**src/rtl/rs_enc.sv**
```systemverilog
// Systematic Reed-Solomon encoder: passes message beats through, then appends
// ROOTS_NUM parity symbols. Define RS_ENC_LEN_CHECK_EN to build the message length check.
package gf_pkg;
    localparam int SYMB_WIDTH        = 8;
    localparam logic [SYMB_WIDTH:0] POLY = 9'h11D;
    localparam int N_LEN             = 255;
    localparam int K_LEN             = 239;
    localparam int ROOTS_NUM         = N_LEN - K_LEN;
    localparam int FIRST_ROOT        = 1;
    localparam int BUS_WIDTH_IN_SYMB = 4;

    typedef logic [SYMB_WIDTH-1:0] symb_t;
    typedef logic [ROOTS_NUM:0][SYMB_WIDTH-1:0] gen_t;

    function automatic symb_t gf_mult(input symb_t a, input symb_t b);
        symb_t p, aa, bb;
        p  = '0;
        aa = a;
        bb = b;
        for (int i = 0; i < SYMB_WIDTH; i++) begin
            if (bb[0]) p = p ^ aa;
            bb = bb >> 1;
            aa = aa[SYMB_WIDTH-1] ? ((aa << 1) ^ POLY[SYMB_WIDTH-1:0]) : (aa << 1);
        end
        return p;
    endfunction

    function automatic symb_t gf_alpha_pow(input int n);
        symb_t x;
        x = symb_t'(1);
        for (int i = 0; i < n; i++) x = gf_mult(x, symb_t'(2));
        return x;
    endfunction

    // g(x) = prod (x + alpha^i), built up one root at a time; g[ROOTS_NUM] ends up 1
    function automatic gen_t gen_poly();
        gen_t  g;
        symb_t root;
        g    = '0;
        g[0] = symb_t'(1);
        for (int i = 0; i < ROOTS_NUM; i++) begin
            root = gf_alpha_pow(FIRST_ROOT + i);
            for (int j = ROOTS_NUM; j > 0; j--) g[j] = g[j-1] ^ gf_mult(g[j], root);
            g[0] = gf_mult(g[0], root);
        end
        return g;
    endfunction
endpackage

// One serial LFSR step for a single lane; a lane with en=0 passes the state through.
module rs_enc_lane import gf_pkg::*; (
    input  logic                                  en,
    input  logic [SYMB_WIDTH-1:0]                 d,
    input  logic [ROOTS_NUM-1:0][SYMB_WIDTH-1:0]  r_in,
    output logic [ROOTS_NUM-1:0][SYMB_WIDTH-1:0]  r_out
);
    localparam gen_t GEN = gen_poly();

    logic [SYMB_WIDTH-1:0] fb;

    always_comb begin
        fb    = d ^ r_in[ROOTS_NUM-1];
        r_out = r_in;
        if (en) begin
            r_out[0] = gf_mult(fb, GEN[0]);
            for (int j = 1; j < ROOTS_NUM; j++) r_out[j] = r_in[j-1] ^ gf_mult(fb, GEN[j]);
        end
    end
endmodule

module rs_enc import gf_pkg::*; (
    input  logic                                    clk,
    input  logic                                    rstn,
    input  logic                                    s_tvalid,
    output logic                                    s_tready,
    input  logic [BUS_WIDTH_IN_SYMB*SYMB_WIDTH-1:0] s_tdata,
    input  logic [BUS_WIDTH_IN_SYMB-1:0]            s_tkeep,
    input  logic                                    s_tlast,
    output logic                                    m_tvalid,
    input  logic                                    m_tready,
    output logic [BUS_WIDTH_IN_SYMB*SYMB_WIDTH-1:0] m_tdata,
    output logic [BUS_WIDTH_IN_SYMB-1:0]            m_tkeep,
    output logic                                    m_tlast,
    output logic                                    len_err
);
    localparam int BW         = BUS_WIDTH_IN_SYMB;
    localparam int SW         = SYMB_WIDTH;
    localparam int PAR_BEATS  = (ROOTS_NUM + BW - 1) / BW;
    localparam int LAST_LANES = ROOTS_NUM - (PAR_BEATS - 1) * BW;
    localparam int PCW        = $clog2(PAR_BEATS + 1);
    localparam logic [BW-1:0] LAST_KEEP = {BW{1'b1}} >> (BW - LAST_LANES);

    typedef enum logic {MSG, PAR} state_t;

    state_t                             state_q, state_d;
    logic [ROOTS_NUM-1:0][SW-1:0]       lfsr_q, lfsr_shift;
    logic [BW:0][ROOTS_NUM-1:0][SW-1:0] lfsr_chain;
    logic [BW*SW-1:0]                   par_beat;
    logic [PCW-1:0]                     par_cnt_q;
    logic                               rdy_en_q;
    logic                               out_free, s_fire, m_fire, par_load, par_last, frame_done;

    // Lanes are chained so lane 0 (earliest symbol) is applied first
    assign lfsr_chain[0] = lfsr_q;
    for (genvar i = 0; i < BW; i++) begin : g_lane
        rs_enc_lane u_lane (
            .en    (s_tkeep[i]),
            .d     (s_tdata[i*SW +: SW]),
            .r_in  (lfsr_chain[i]),
            .r_out (lfsr_chain[i+1])
        );
    end

    // Parity leaves from the top of the LFSR, highest degree on lane 0
    always_comb begin
        par_beat   = '0;
        lfsr_shift = '0;
        for (int k = 0; k < BW; k++) par_beat[k*SW +: SW] = lfsr_q[ROOTS_NUM-1-k];
        for (int j = BW; j < ROOTS_NUM; j++) lfsr_shift[j] = lfsr_q[j-BW];
    end

    assign par_last = (par_cnt_q == PCW'(PAR_BEATS - 1));

    always_comb begin
        out_free   = ~m_tvalid | m_tready;
        m_fire     = m_tvalid & m_tready;
        state_d    = state_q;
        s_tready   = 1'b0;
        par_load   = 1'b0;
        frame_done = 1'b0;
        case (state_q)
            MSG: begin
                s_tready = rdy_en_q & out_free;
                if (s_tready & s_tvalid & s_tlast) state_d = PAR;
            end
            PAR: begin
                frame_done = m_fire & m_tlast;
                par_load   = out_free & (par_cnt_q != PCW'(PAR_BEATS));
                if (frame_done) state_d = MSG;
            end
            default: state_d = MSG;
        endcase
        s_fire = s_tready & s_tvalid;
    end

    always_ff @(posedge clk or negedge rstn) begin
        if (!rstn) begin
            state_q <= MSG;
        end else begin
            state_q <= state_d;
        end
    end

    always_ff @(posedge clk or negedge rstn) begin
        if (!rstn) begin
            rdy_en_q  <= 1'b0;
            lfsr_q    <= '0;
            par_cnt_q <= '0;
            m_tvalid  <= 1'b0;
            m_tdata   <= '0;
            m_tkeep   <= '0;
            m_tlast   <= 1'b0;
        end else begin
            rdy_en_q <= 1'b1;
            if (s_fire) begin
                lfsr_q   <= lfsr_chain[BW];
                m_tvalid <= 1'b1;
                m_tdata  <= s_tdata;
                m_tkeep  <= s_tkeep;
                m_tlast  <= 1'b0;
            end else if (par_load) begin
                lfsr_q    <= lfsr_shift;
                par_cnt_q <= par_cnt_q + PCW'(1);
                m_tvalid  <= 1'b1;
                m_tdata   <= par_beat;
                m_tkeep   <= par_last ? LAST_KEEP : {BW{1'b1}};
                m_tlast   <= par_last;
            end else if (frame_done) begin
                lfsr_q    <= '0;
                par_cnt_q <= '0;
                m_tvalid  <= 1'b0;
                m_tlast   <= 1'b0;
            end else if (m_fire) begin
                m_tvalid <= 1'b0;
            end
        end
    end

`ifdef RS_ENC_LEN_CHECK_EN
    localparam int CW  = $clog2(K_LEN + 2);
    localparam int BSW = $clog2(BW + 1);

    logic [CW-1:0]  sym_cnt_q, sym_sum;
    logic [BSW-1:0] beat_syms;
    int             sum_i;

    // Count saturates just past K_LEN so long frames cannot wrap back into range
    always_comb begin
        beat_syms = '0;
        for (int i = 0; i < BW; i++) beat_syms = beat_syms + BSW'(s_tkeep[i]);
        sum_i   = int'(sym_cnt_q) + int'(beat_syms);
        sym_sum = (sum_i > K_LEN) ? CW'(K_LEN + 1) : CW'(sum_i);
    end

    always_ff @(posedge clk or negedge rstn) begin
        if (!rstn) begin
            sym_cnt_q <= '0;
            len_err   <= 1'b0;
        end else begin
            len_err <= 1'b0;
            if (s_fire) begin
                if (s_tlast) begin
                    sym_cnt_q <= '0;
                    len_err   <= (sym_sum == '0) || (sym_sum > CW'(K_LEN));
                end else begin
                    sym_cnt_q <= sym_sum;
                end
            end
        end
    end
`else
    assign len_err = 1'b0;
`endif
endmodule

```
**config.mk**
```make
export PLATFORM = sky130hd
export DESIGN_NAME = rs_enc
export DESIGN_NICKNAME = d
export VERILOG_FILES = /design/src/rtl/rs_enc.sv
export SDC_FILE = /design/constraint.sdc
export NUM_CORES = 1
export LEC_CHECK = 0
export ABC_AREA = 1
export CAP_MARGIN = 0
export CORE_AREA = 2 2 308 219
export DETAILED_ROUTE_END_ITERATION = 8
export DIE_AREA = 0 0 310 221
export SYNTH_ARGS = -nofsm -noshare
export SYNTH_HDL_FRONTEND = slang
export SYNTH_SLANG_ARGS = --single-unit
```
**constraint.sdc**
```tcl
create_clock -name clk -period 5.4 [get_ports clk]
set_input_delay 1.35 -clock clk [delete_from_list [all_inputs] [get_ports clk]]
set_output_delay 1.35 -clock clk [all_outputs]
set_load 0.005 [all_outputs]
```
# Word level (Yosys, flattened, before mapping)

Index checks and enable logic that the tools add are counted.

Add/sub/neg operators: 1
Equal/unequal tests: 2
Multiplexer cells: 210
Bitwise logic cells: 247
Reductions and logical operators: 5

Operators with widths:

| operator                                                         | number |
|---|---|
| 8-bit bitwise XOR                                                | 208 |
| 8-bit two-way mux                                                | 156 |
| 128-bit two-way mux                                              | 7 |
| 5-bit two-way mux                                                | 28 |
| 4-bit inverter                                                   | 28 |
| 32-bit two-way mux                                               | 2 |
| 1-bit two-way mux                                                | 12 |
| 4-bit two-way mux                                                | 2 |
| 1-bit bitwise AND                                                | 7 |
| 3-bit two-way mux                                                | 2 |
| 2-bit nonzero test                                               | 2 |
| 4-bit nonzero test                                               | 1 |
| 3-bit by 1-bit adder with 3-bit output (second input constant)   | 1 |
| 3-bit by 2-bit == test with 1-bit output (second input constant) | 1 |
| 3-bit inequality test (second input constant)                    | 1 |
| 1-bit inverter                                                   | 3 |
| 3-bit nonzero test                                               | 1 |
| 1-bit case mux with 2 select lines                               | 1 |
| 2-bit AND reduction                                              | 1 |
| 1-bit bitwise OR                                                 | 1 |

Register bits after elaboration: 171
Input port bits: 41
Output and inout bits: 40
Word-level logic and storage cells: 488

# Logic depth before layout (Yosys ltp)

Gate-level depths: netlist of run 1.

Word-level depth: 77
Depth in mapped cells: 56
Mapped depth without buffers: 55

# Cells and area by module

From an unflattened synthesis of run 1, not the netlist that was laid out.

Cell total of the unflattened synthesis: 4822
Area total of the unflattened synthesis: 28536.1 um^2

By module, submodules not included:

| module                             | instances | cells an instance | area each (um^2) | seq. area each (um^2) |
|---|---|---|---|---|
| rs_enc_lane (g_lane[1].u_lane ...) | 3         | 890               | 4867.2           | 0.0 |
| rs_enc                             | 1         | 1206              | 8831.0           | 4279.1 |
| rs_enc_lane (g_lane[0].u_lane)     | 1         | 946               | 5103.6           | 0.0 |

# Least setup slack after synthesis of run 1

Ideal clock, no wire load.

Path kind: input port to flip-flop
Start point: input port s_tdata[7]
End point: register lfsr_q, in the netlist lfsr_chain[124]
Setup time: 0.124 ns
Data arrival time: 5.780 ns
Data required time: 5.276 ns
Setup slack: -0.504 ns
Stages on the path: 49
Path buffers: 3
Cells stage by stage: inv_1 -> nand2_1 -> nand2_1 -> buf_6 -> nand2_1 -> nand2_2 -> buf_6 -> nand2_2 -> nand2_1 -> nand2_2 -> nand2_1 -> nand2_1 -> nand3_1 -> nand3_1 -> nand2_1 -> nand2_2 -> nand2_4 -> nand2_1 -> (+13 left out) -> nand2_1 -> nand2_1 -> nand3_1 -> nand2_1 -> nand2_1 -> nand2_4 -> nand3_2 -> nand2_4 -> nand2_2 -> nand2_2 -> buf_6 -> nand3_2 -> nand2_1 -> nand2_1 -> nand3_1 -> nand3_1 -> nand2_1 -> nand3_1

Cells in the longest elaborated chain, start to end: 56
Elaborated cells between the ends (all ways): 139
Classes of those cells: 70 x mux; 69 x bitwise

Ends and longest elaborated chain:

| what                                                   | line   | source |
|---|---|---|
| start: declaration                                     | 76     | `input logic [BUS_WIDTH_IN_SYMB*SYMB_WIDTH-1:0] s_tdata,` |
| 8-bit bitwise XOR *                                    | 62     | `fb = d ^ r_in[ROOTS_NUM-1];` |
| 5-bit two-way mux                                      | 23     | `aa = aa[SYMB_WIDTH-1] ? ((aa << 1) ^ POLY[SYMB_WIDTH-1:0]) : (aa << 1);` |
| 5-bit two-way mux or 8-bit two-way mux (tied branches) | 23, 64 |  |
| 8-bit bitwise XOR or 4-bit inverter (tied branches)    | n/a    |  |
| 8-bit two-way mux or 5-bit two-way mux (tied branches) | 64, 23 |  |
| 8-bit bitwise XOR or 4-bit inverter (tied branches)    | n/a    |  |
| 8-bit two-way mux or 5-bit two-way mux (tied branches) | 64, 23 |  |
| 8-bit bitwise XOR                                      | 21     | `if (bb[0]) p = p ^ aa;` |
| (+40 left out)                                         | n/a    |  |
| 8-bit two-way mux                                      | 64     | `if (en) begin` |
| 8-bit bitwise XOR                                      | 21     |  |
| 8-bit two-way mux                                      | 64     |  |
| 8-bit bitwise XOR                                      | 21     |  |
| 8-bit two-way mux                                      | 64     |  |
| 8-bit bitwise XOR                                      | 66     | `for (int j = 1; j < ROOTS_NUM; j++) r_out[j] = r_in[j-1] ^ gf_mult(fb, GEN[j]);` |
| 128-bit two-way mux *                                  | 64     |  |
| 128-bit two-way mux *                                  | 165    | `if (s_fire) begin` |
| end signal: assignment                                 | 166    | `lfsr_q <= lfsr_chain[BW];` |
| end signal: assignment                                 | 172    | `lfsr_q <= lfsr_shift;` |
| end: declaration                                       | 96     | `logic [ROOTS_NUM-1:0][SW-1:0] lfsr_q, lfsr_shift;` |

Mark *: on every way between the ends. The rest lies on a longest branch, timed or not. The select of a mux whose other input is x is not followed.
A chain may end at the register's enable or synchronous reset.

# Worst setup path after layout of run 1

Start point: input port s_tdata[6]
End point: register lfsr_q, in the netlist lfsr_chain[103]

Cells in the longest elaborated chain, start to end: 51
Elaborated cells between the ends (all ways): 175
Classes of those cells: 86 x mux; 89 x bitwise

Ends and longest elaborated chain:

| what                                                          | line |
|---|---|
| 8-bit bitwise XOR *                                           | 62 |
| 5-bit two-way mux or 8-bit two-way mux (tied branches)        | 23, 64 |
| 5-bit two-way mux or 8-bit bitwise XOR (tied branches)        | 23, 21 |
| 4-bit inverter (no line) or 8-bit two-way mux (tied branches) | n/a |
| 5-bit two-way mux or 8-bit bitwise XOR (tied branches)        | 23, 21 |
| 8-bit bitwise XOR or 8-bit two-way mux (tied branches)        | 21, 64 |
| 8-bit two-way mux or 8-bit bitwise XOR (tied branches)        | 64, 21 |
| 8-bit bitwise XOR or 8-bit two-way mux (tied branches)        | 21, 64 |
| (+35 left out)                                                | n/a |
| 8-bit two-way mux                                             | 64 |
| 8-bit bitwise XOR                                             | 21 |
| 8-bit two-way mux                                             | 64 |
| 8-bit bitwise XOR                                             | 21 |
| 8-bit two-way mux                                             | 64 |
| 8-bit bitwise XOR                                             | 66 |
| 128-bit two-way mux *                                         | 64 |
| 128-bit two-way mux *                                         | 165 |

Marks and branches as above.

==> results of run 1 <==
-- per-layer routing --
| metal | wire length [um] | up-vias | track usage, % | part of all wire, % |
|---|---|---|---|---|
| met1 | 70300 | 16900 | 67.1 | 39 |
| li1 | - | 15500 | - | - |
| met5 | 74 | - | 0 | 0.041 |
| met4 | 11100 | 4 | 23.5 | 6.1 |
| met2 | 68100 | 2524 | 65.4 | 38 |
| met3 | 30900 | 474 | 27.6 | 17 |
-- worst paths after layout --
path | startpoint | end | slack, ns | cells after the start
max | s_tdata[6] | lfsr_chain[103]$_DFFE_PN0P_ | -0.90 | 54
min | m_tdata[29]$_DFFE_PN0P_ | m_tdata[29]$_DFFE_PN0P_ | 0.48 | 2
max reg2reg | lfsr_chain[126]$_DFFE_PN0P_ | lfsr_chain[103]$_DFFE_PN0P_ | -0.67 | 53
min reg2reg | m_tdata[29]$_DFFE_PN0P_ | m_tdata[29]$_DFFE_PN0P_ | 0.48 | 2
max in group asynchronous | rstn | lfsr_chain[126]$_DFFE_PN0P_ | 3.40 | 2
min in group asynchronous | rstn | par_cnt_q[1]$_DFFE_PN0P_ | 0.84 | 1
-- layout by cell type, fill, tap and decap left out, types with 66 or more instances in the layout --
master              n
a21oi_1            86
buf_6              89
o21ai_0           342
inv_1             192
nand2_1           995
xor2_1            479
nand3_1           202
nor2_1             70
dfrtp_1           170
nand3_2           118
nand2_4           251
xnor2_1           166
clkdlybuf4s50_1    66
buf_4            1075
nand3_4           106
nand2_2           267
buf_12             72
nand2_8            74
-- registers in the layout, summed over array words and instances, names as in the netlist --
signal	flops
rdy_en_q	1
m_tkeep	4
m_tdata	32
m_tlast	1
lfsr_chain	128
par_cnt_q	3
state_q	1
m_tvalid	1
-- cell usage after synthesis (all sizes together), types with 2 or more instances --
| master | number | area (um2) |
|---|---|---|
| a21oi | 91 | 455 |
| a22o | 2 | 17.5 |
| a22oi | 4 | 30.0 |
| a31oi | 5 | 31.3 |
| a32o | 2 | 20.0 |
| buf | 64 | 464 |
| clkbuf | 114 | 438 |
| conb | 2 | 7.51 |
| dfrtp | 171 | 4280 |
| dlygate4sd3 | 4 | 40.0 |
| ha | 3 | 37.5 |
| inv | 261 | 982 |
| mux2i | 17 | 170 |
| nand2 | 1585 | 6770 |
| nand3 | 426 | 2320 |
| nand3b | 5 | 37.5 |
| nor2 | 73 | 274 |
| o211ai | 50 | 375 |
| o21a | 10 | 75.1 |
| o21ai | 396 | 1980 |
| o21bai | 19 | 143 |
| o221ai | 30 | 263 |
| o22ai | 9 | 56.3 |
| or2 | 26 | 163 |
| xnor2 | 186 | 1670 |
| xor2 | 531 | 4820 |
-- timing repair --
| action | in CTS | in global routing |
|---|---|---|
| buffers inserted | 157 | 96 |
| pin swaps | 259 | 240 |
| endpoints found under the setup margin | 128 | 128 |
| gates resized for setup | 669 | 405 |
| cloned | 2 | 0 |
-- tightest hold or removal path: stages (launching register included) --
cell and delay (ns):
dfrtp_1 0.35, nand2_1 0.05, nand2_1 0.05
-- area by class of cell --
| cell class | instances | share of cell area (%) |
|---|---|---|
| Clock inverter | 11 | 0.232 |
| Clock buffer | 20 | 1.07 |
| Inverter | 262 | 2.50 |
| Antenna cell | 4 | 0.0229 |
| Tap cell | 891 | 2.55 |
| Sequential cell | 171 | 9.80 |
| Timing Repair Buffer | 1321 | 26.1 |
| Multi-Input combinational cell | 3478 | 57.7 |
-- through the flow --
| stage | hold WS [ns] | cells | area (um2) |
|---|---|---|---|
| 2_1_floorplan | 0.465 | 4092 | 27100 |
| 3_3_place_gp | 0.467 | 5875 | 36300 |
| 3_5_place_dp | 0.470 | 5875 | 36300 |
| 4_1_cts | 0.489 | 6061 | 41000 |
| 5_1_grt | 0.510 | 6154 | 43700 |
| 6_report | 0.482 | 6158 | 43700 |
-- kinds of logic after synthesis --
logic type	Yosys count	share of synthesized area, %
AO/OA/AOI/OAI	620	13.3
XOR/XNOR	718	25.1
adder cells (fa/ha/maj)	3	0.145
buffers and inverters	445	7.46
flip-flops	171	16.5
multiplexers	17	0.655
other	2	0.0289
AND/OR/NAND/NOR	2116	36.8
==> results.py, run 1 <==
metrics = {
    "logic_synthesis": {
        "syn_inst": 4092,
        "ys_seq_area_share_pct": 16.5,
        "syn_nets": 4136,
        "ys.flop_type": "dfrtp_1",
        "yosys_warnings": 0,
        "ys_ff_latch": 171,
        "async_flop_share_pct": 100,
        "syn_area_um2": 26000,
        "synth_edf_count": 0,
        "synth_area_per_cell_um2": 6.35,
        "yosys.cell_types.count": 51,
    },
    "clocking": {
        "cts_tree": "built",
        "clk_pin_slew_ns": 0.07,
        "htreeDepth": 4,
        "clock_path_buffers": 2,
        "clock-sinks": 171,
        "cts_made_buffers": 17,
        "cts-root-buf": "clkbuf_16",
        "hold_buffers": 0,
        "clock_latency_ns": 0.55,
    },
    "routing": {
        "dr.first_iter.drc_count": 5153,
        "dr.pass1.iters": 7,
        "vias_per_cell": 5.74,
        "drc": 0,
        "drt.antenna.violating_nets": 0,
        "vias": 35400,
        "routed_wl_um": 180000,
        "wl_per_cell_um": 29.3,
    },
    "global_routing": {
        "grtUsageTotal_pct": 50.6,
        "antenna_found_initial": 5,
        "gr-total-overflow": 0,
        "grt_pass1_wl_um": 242000,
        "grt_max_degree": 140,
        "first_global_vias": 31900,
    },
    "min_path": {
        "hold_class": "flip-flop to flip-flop",
    },
    "critical_path": {
        "critPathTopFamily": "simple AND/OR/NAND/NOR gates",
        "critPathCaptureType": "flip-flop",
        "startpoint_type": "primary input",
        "crit_type": "primary input to flip-flop",
        "path_common_cell": "nand2_4",
        "crit_slowest_cell": "xor2_4",
        "cp.buffers_inverters": 10,
        "arrival_ns": 6.72,
        "cp.required_ns": 5.81,
        "critPathMaxFanout": 7,
        "critPathMaxStageDelay_ns": 0.23,
    },
    "floorplanning": {
        "die_h_um": 221,
        "initial_utilization_pct": 39.6,
        "coreArea_um2": 65600,
        "row_count": 79,
        "die_width_um": 310,
        "dieArea_um2": 68500,
        "ios": 81,
    },
    "status": {
        "outcome": "finished, violations left",
        "violations": "setup timing",
    },
    "sta": {
        "relSlewSlack_pct": 22.4,
        "rsz0062_at_grt": "true",
        "tns_ns": -92.24,
        "tightest_slew_ns": 1.16,
        "post-route-min-period_ns": 6.30,
        "timing.final.crit_share_pct": 117,
        "clock_skew_ns": 0.0202,
        "fmax_mhz": 159,
        "report.final.slew_viol_count": 0,
        "setup_viol": 128,
        "worst_slack_ns": -0.905,
        "hold_violations": 0,
    },
    "final_layout": {
        "syn_to_final_growth_pct": 68.2,
        "multiInputGateArea_um2": 25200,
        "layout.nets": 5295,
        "seqCellArea_um2": 4280,
        "drive_gt1_share_pct": 43.3,
        "fillers": 5616,
        "fin_util_pct": 66.6,
    },
    "place": {
        "place_ws_ns": -2.52,
        "hpwl_um": 142000,
        "gp_congestion": 1.11,
        "port_buffers": 79,
    },
    "flow_run": {
        "cap_violations": 0,
    },
}
Power of run 1 is left out: the tool's default activity adds up to more than one toggle a clock period on the data nets, which glitch-free logic cannot reach.
==> run 2: changes to the inputs <==
==> config.mk (replaced) <==
export PLATFORM = sky130hd
export DESIGN_NAME = rs_enc
export DESIGN_NICKNAME = d
export VERILOG_FILES = /design/src/rtl/rs_enc.sv
export SDC_FILE = /design/constraint.sdc
export NUM_CORES = 1
export LEC_CHECK = 0
export CAP_MARGIN = 0
export CORE_AREA = 2 2 296 210
export DETAILED_ROUTE_END_ITERATION = 8
export DIE_AREA = 0 0 298 212
export SYNTH_ARGS = -nofsm -noshare
export SYNTH_HDL_FRONTEND = slang
export SYNTH_SLANG_ARGS = --single-unit
==> run 2 against run 1 <==
The flow still finishes with violations (setup timing). Sequential share of layout area increased by 1.4 points. Non-clock buffer count decreased by 184. Final cell count decreased by 27%. Critical path type unchanged.
==> results.py, run 2 <==
metrics = {
    "status": {
        "outcome": "finished, violations left",
        "violations": "setup timing",
    },
    "floorplanning": {
        "coreArea_um2": 60700,
        "ios": 81,
        "row_count": 76,
        "dieArea_um2": 63200,
        "die_h_um": 212,
        "initial_utilization_pct": 39.6,
        "die_width_um": 298,
    },
    "routing": {
        "routed_wl_um": 159000,
        "dr.first_iter.drc_count": 4346,
        "drt.antenna.violating_nets": 0,
        "vias": 27300,
        "dr.pass1.iters": 7,
        "vias_per_cell": 6.05,
        "drc": 0,
        "wl_per_cell_um": 35.1,
    },
    "flow_run": {
        "cap_violations": 0,
    },
    "global_routing": {
        "grtUsageTotal_pct": 49.1,
        "gr-total-overflow": 0,
        "grt_pass1_wl_um": 212000,
        "antenna_found_initial": 6,
        "first_global_vias": 25600,
        "grt_max_degree": 97,
    },
    "logic_synthesis": {
        "yosys.cell_types.count": 82,
        "synth_edf_count": 0,
        "yosys_warnings": 0,
        "syn_area_um2": 24000,
        "synth_top_area_share_pct": 25.9,
        "synthAdderAreaFrac_pct": 0.156,
        "synth_compound_area_share_pct": 14.8,
        "synth.area.mux_share_pct": 9.26,
        "syn_nets": 2753,
        "syn_inst": 2709,
        "ys_ff_latch": 171,
        "synth_simple_gate_area_share_pct": 8.55,
        "ys_seq_area_share_pct": 17.8,
        "async_flop_share_pct": 100,
        "synth_area_leaders": "xnor2_1 26%, dfrtp_1 18%, xor2_1 8.6%",
        "synth_area_per_cell_um2": 8.86,
        "ys_top_cells_by_count": "710 x xnor2_1, 237 x xor2_1, 209 x nor2_1, 193 x a21oi_1, 193 x nand2_1",
        "ys.flop_type": "dfrtp_1",
        "yosysTopAreaCell": "xnor2_1",
        "synth-xor-area-share_pct": 45.9,
        "synth_top_family_by_area": "XOR/XNOR gates",
        "synth_most_common_cell": "xnor2_1",
    },
    "sta": {
        "timing.final.crit_share_pct": 122,
        "fmax_mhz": 152,
        "setup_viol": 128,
        "tns_ns": -112.01,
        "relSlewSlack_pct": 23.1,
        "report.final.slew_viol_count": 0,
        "post-route-min-period_ns": 6.60,
        "tightest_slew_ns": 1.15,
        "clock_skew_ns": 0.0243,
        "hold_ws_ns": 0.480,
        "worst_slack_ns": -1.20,
        "rsz0062_at_grt": "true",
        "hold_violations": 0,
    },
    "final_layout": {
        "syn_to_final_growth_pct": 59.7,
        "final_common_cell": "buf_4",
        "drive_gt1_share_pct": 41.8,
        "layout_common_cells": "831 x buf_4, 562 x xnor2_1, 198 x nor2_1, 186 x nand2_1, 184 x xor2_1",
        "layout.nets": 3725,
        "fillers": 5180,
        "largest_register_ffs": 128,
    },
    "clocking": {
        "hold_buffers": 0,
        "clock-sinks": 171,
        "cts_made_buffers": 17,
        "clk_pin_slew_ns": 0.08,
        "htreeDepth": 4,
        "clock_latency_ns": 0.55,
        "cts_tree": "built",
        "clock_path_buffers": 2,
        "cts-root-buf": "clkbuf_16",
    },
    "place": {
        "gp_congestion": 1.12,
        "place_ws_ns": -2.48,
        "port_buffers": 79,
        "hpwl_um": 122000,
    },
    "critical_path": {
        "arrival_ns": 6.98,
        "crit_start": "s_tdata[7]",
        "cp.required_ns": 5.78,
        "critPathCaptureType": "flip-flop",
        "r2r_start": "lfsr_chain[127]$_DFFE_PN0P_",
        "startpoint_type": "primary input",
        "critPathMaxFanout": 6,
        "crit_type": "primary input to flip-flop",
    },
    "min_path": {
        "holdCritStartpoint": "m_tdata[8]$_DFFE_PN0P_",
        "hold_class": "flip-flop to flip-flop",
    },
}
## run 2: cell types whose count changed after synthesis, sizes merged, moves of 138 or more
cell / delta
mux2i: +176
xor2: -279
nor2: +138
o21ai: -248
nand3: -408
nand2: -1392
xnor2: +557
inv: -252
## run 2: path summary, 6_finish.rpt
| path | to | slack, ns | cells past startpoint |
|---|---|---|---|
| max in group asynchronous | state_q$_DFF_PN0_ | 3.47 | 2 |
| max reg2reg | lfsr_chain[116]$_DFFE_PN0P_ | -0.99 | 27 |
| min in group asynchronous | m_tdata[0]$_DFFE_PN0P_ | 0.87 | 1 |
| min | m_tdata[8]$_DFFE_PN0P_ | 0.48 | 2 |
| max | lfsr_chain[116]$_DFFE_PN0P_ | -1.20 | 28 |
| min reg2reg | m_tdata[8]$_DFFE_PN0P_ | 0.48 | 2 |
## run 2: metrics by stage
step	util (%)	std cells	cell area, um2
floorplan	-	2709	24700
global placement	53.7	4289	32600
detailed placement	53.7	4289	32600
CTS	58.9	4429	35700
global route	63.2	4513	38300
finish	63.2	4515	38300
## run 2: kinds of logic (layout without fill, tap and decap cells)
family / count (synthesis) / after routing
fa+ha+maj: 3 / 3
buf+inv: 195 / 1180
compound gates: 562 / 562
mux: 216 / 216
xor+xnor: 1071 / 1071
simple gates: 489 / 489
other cells: 2 / 4
flops: 171 / 171
## run 2: cell type report
class / instances / area (um2) / share of cell area [%]
tap: 819 / 1020 / 2.67
timing repair buffer: 1137 / 10200 / 26.6
sequential: 171 / 4280 / 11.2
antenna: 2 / 5.00 / 0.0131
inverter: 11 / 41.3 / 0.108
clock buffer: 18 / 429 / 1.12
clock inverter: 14 / 159 / 0.414
multi-input combinational: 2343 / 22200 / 57.9
## run 2: timing repair
action                                  4_1_cts  5_1_grt
resized for setup                           337      397
endpoints found under the setup margin      128      128
gates cloned                                  0        0
hold endpoints to repair                      0        0
buffers inserted                            120      119
pin swaps                                   167      193
## run 2: metal layers
metal,vias to the layer above,wire (um),GRT usage [%],part of all wire [%]
met4,4,9060,24.0,5.7
li1,11200,-,-,-
met5,-,92,0,0.058
met2,2141,59400,63.9,37
met1,13600,62700,65.8,40
met3,438,27300,25.1,17
## run 2: worst max-delay path, stage by stage
cell and delay [ns]:
buf_6 0.07, xnor3_2 0.44, buf_6 0.15, xor3_1 0.23, buf_6 0.11, xnor3_1 0.42
mux2i_1 0.25, buf_4 0.20, xnor2_2 0.07, or3_1 0.30, a31oi_1 0.17, buf_4 0.17
xnor3_2 0.30, a211oi_4 0.26, buf_6 0.15, a2bb2oi_4 0.16, nor3_2 0.07, o31a_1 0.37
xnor2_4 0.16, buf_12 0.18, xnor2_4 0.18, buf_12 0.15, xor2_4 0.19, buf_6 0.15
xnor2_4 0.27, buf_6 0.19, xor2_1 0.17, o21ai_1 0.08
Power of run 2 is left out for the same reason.
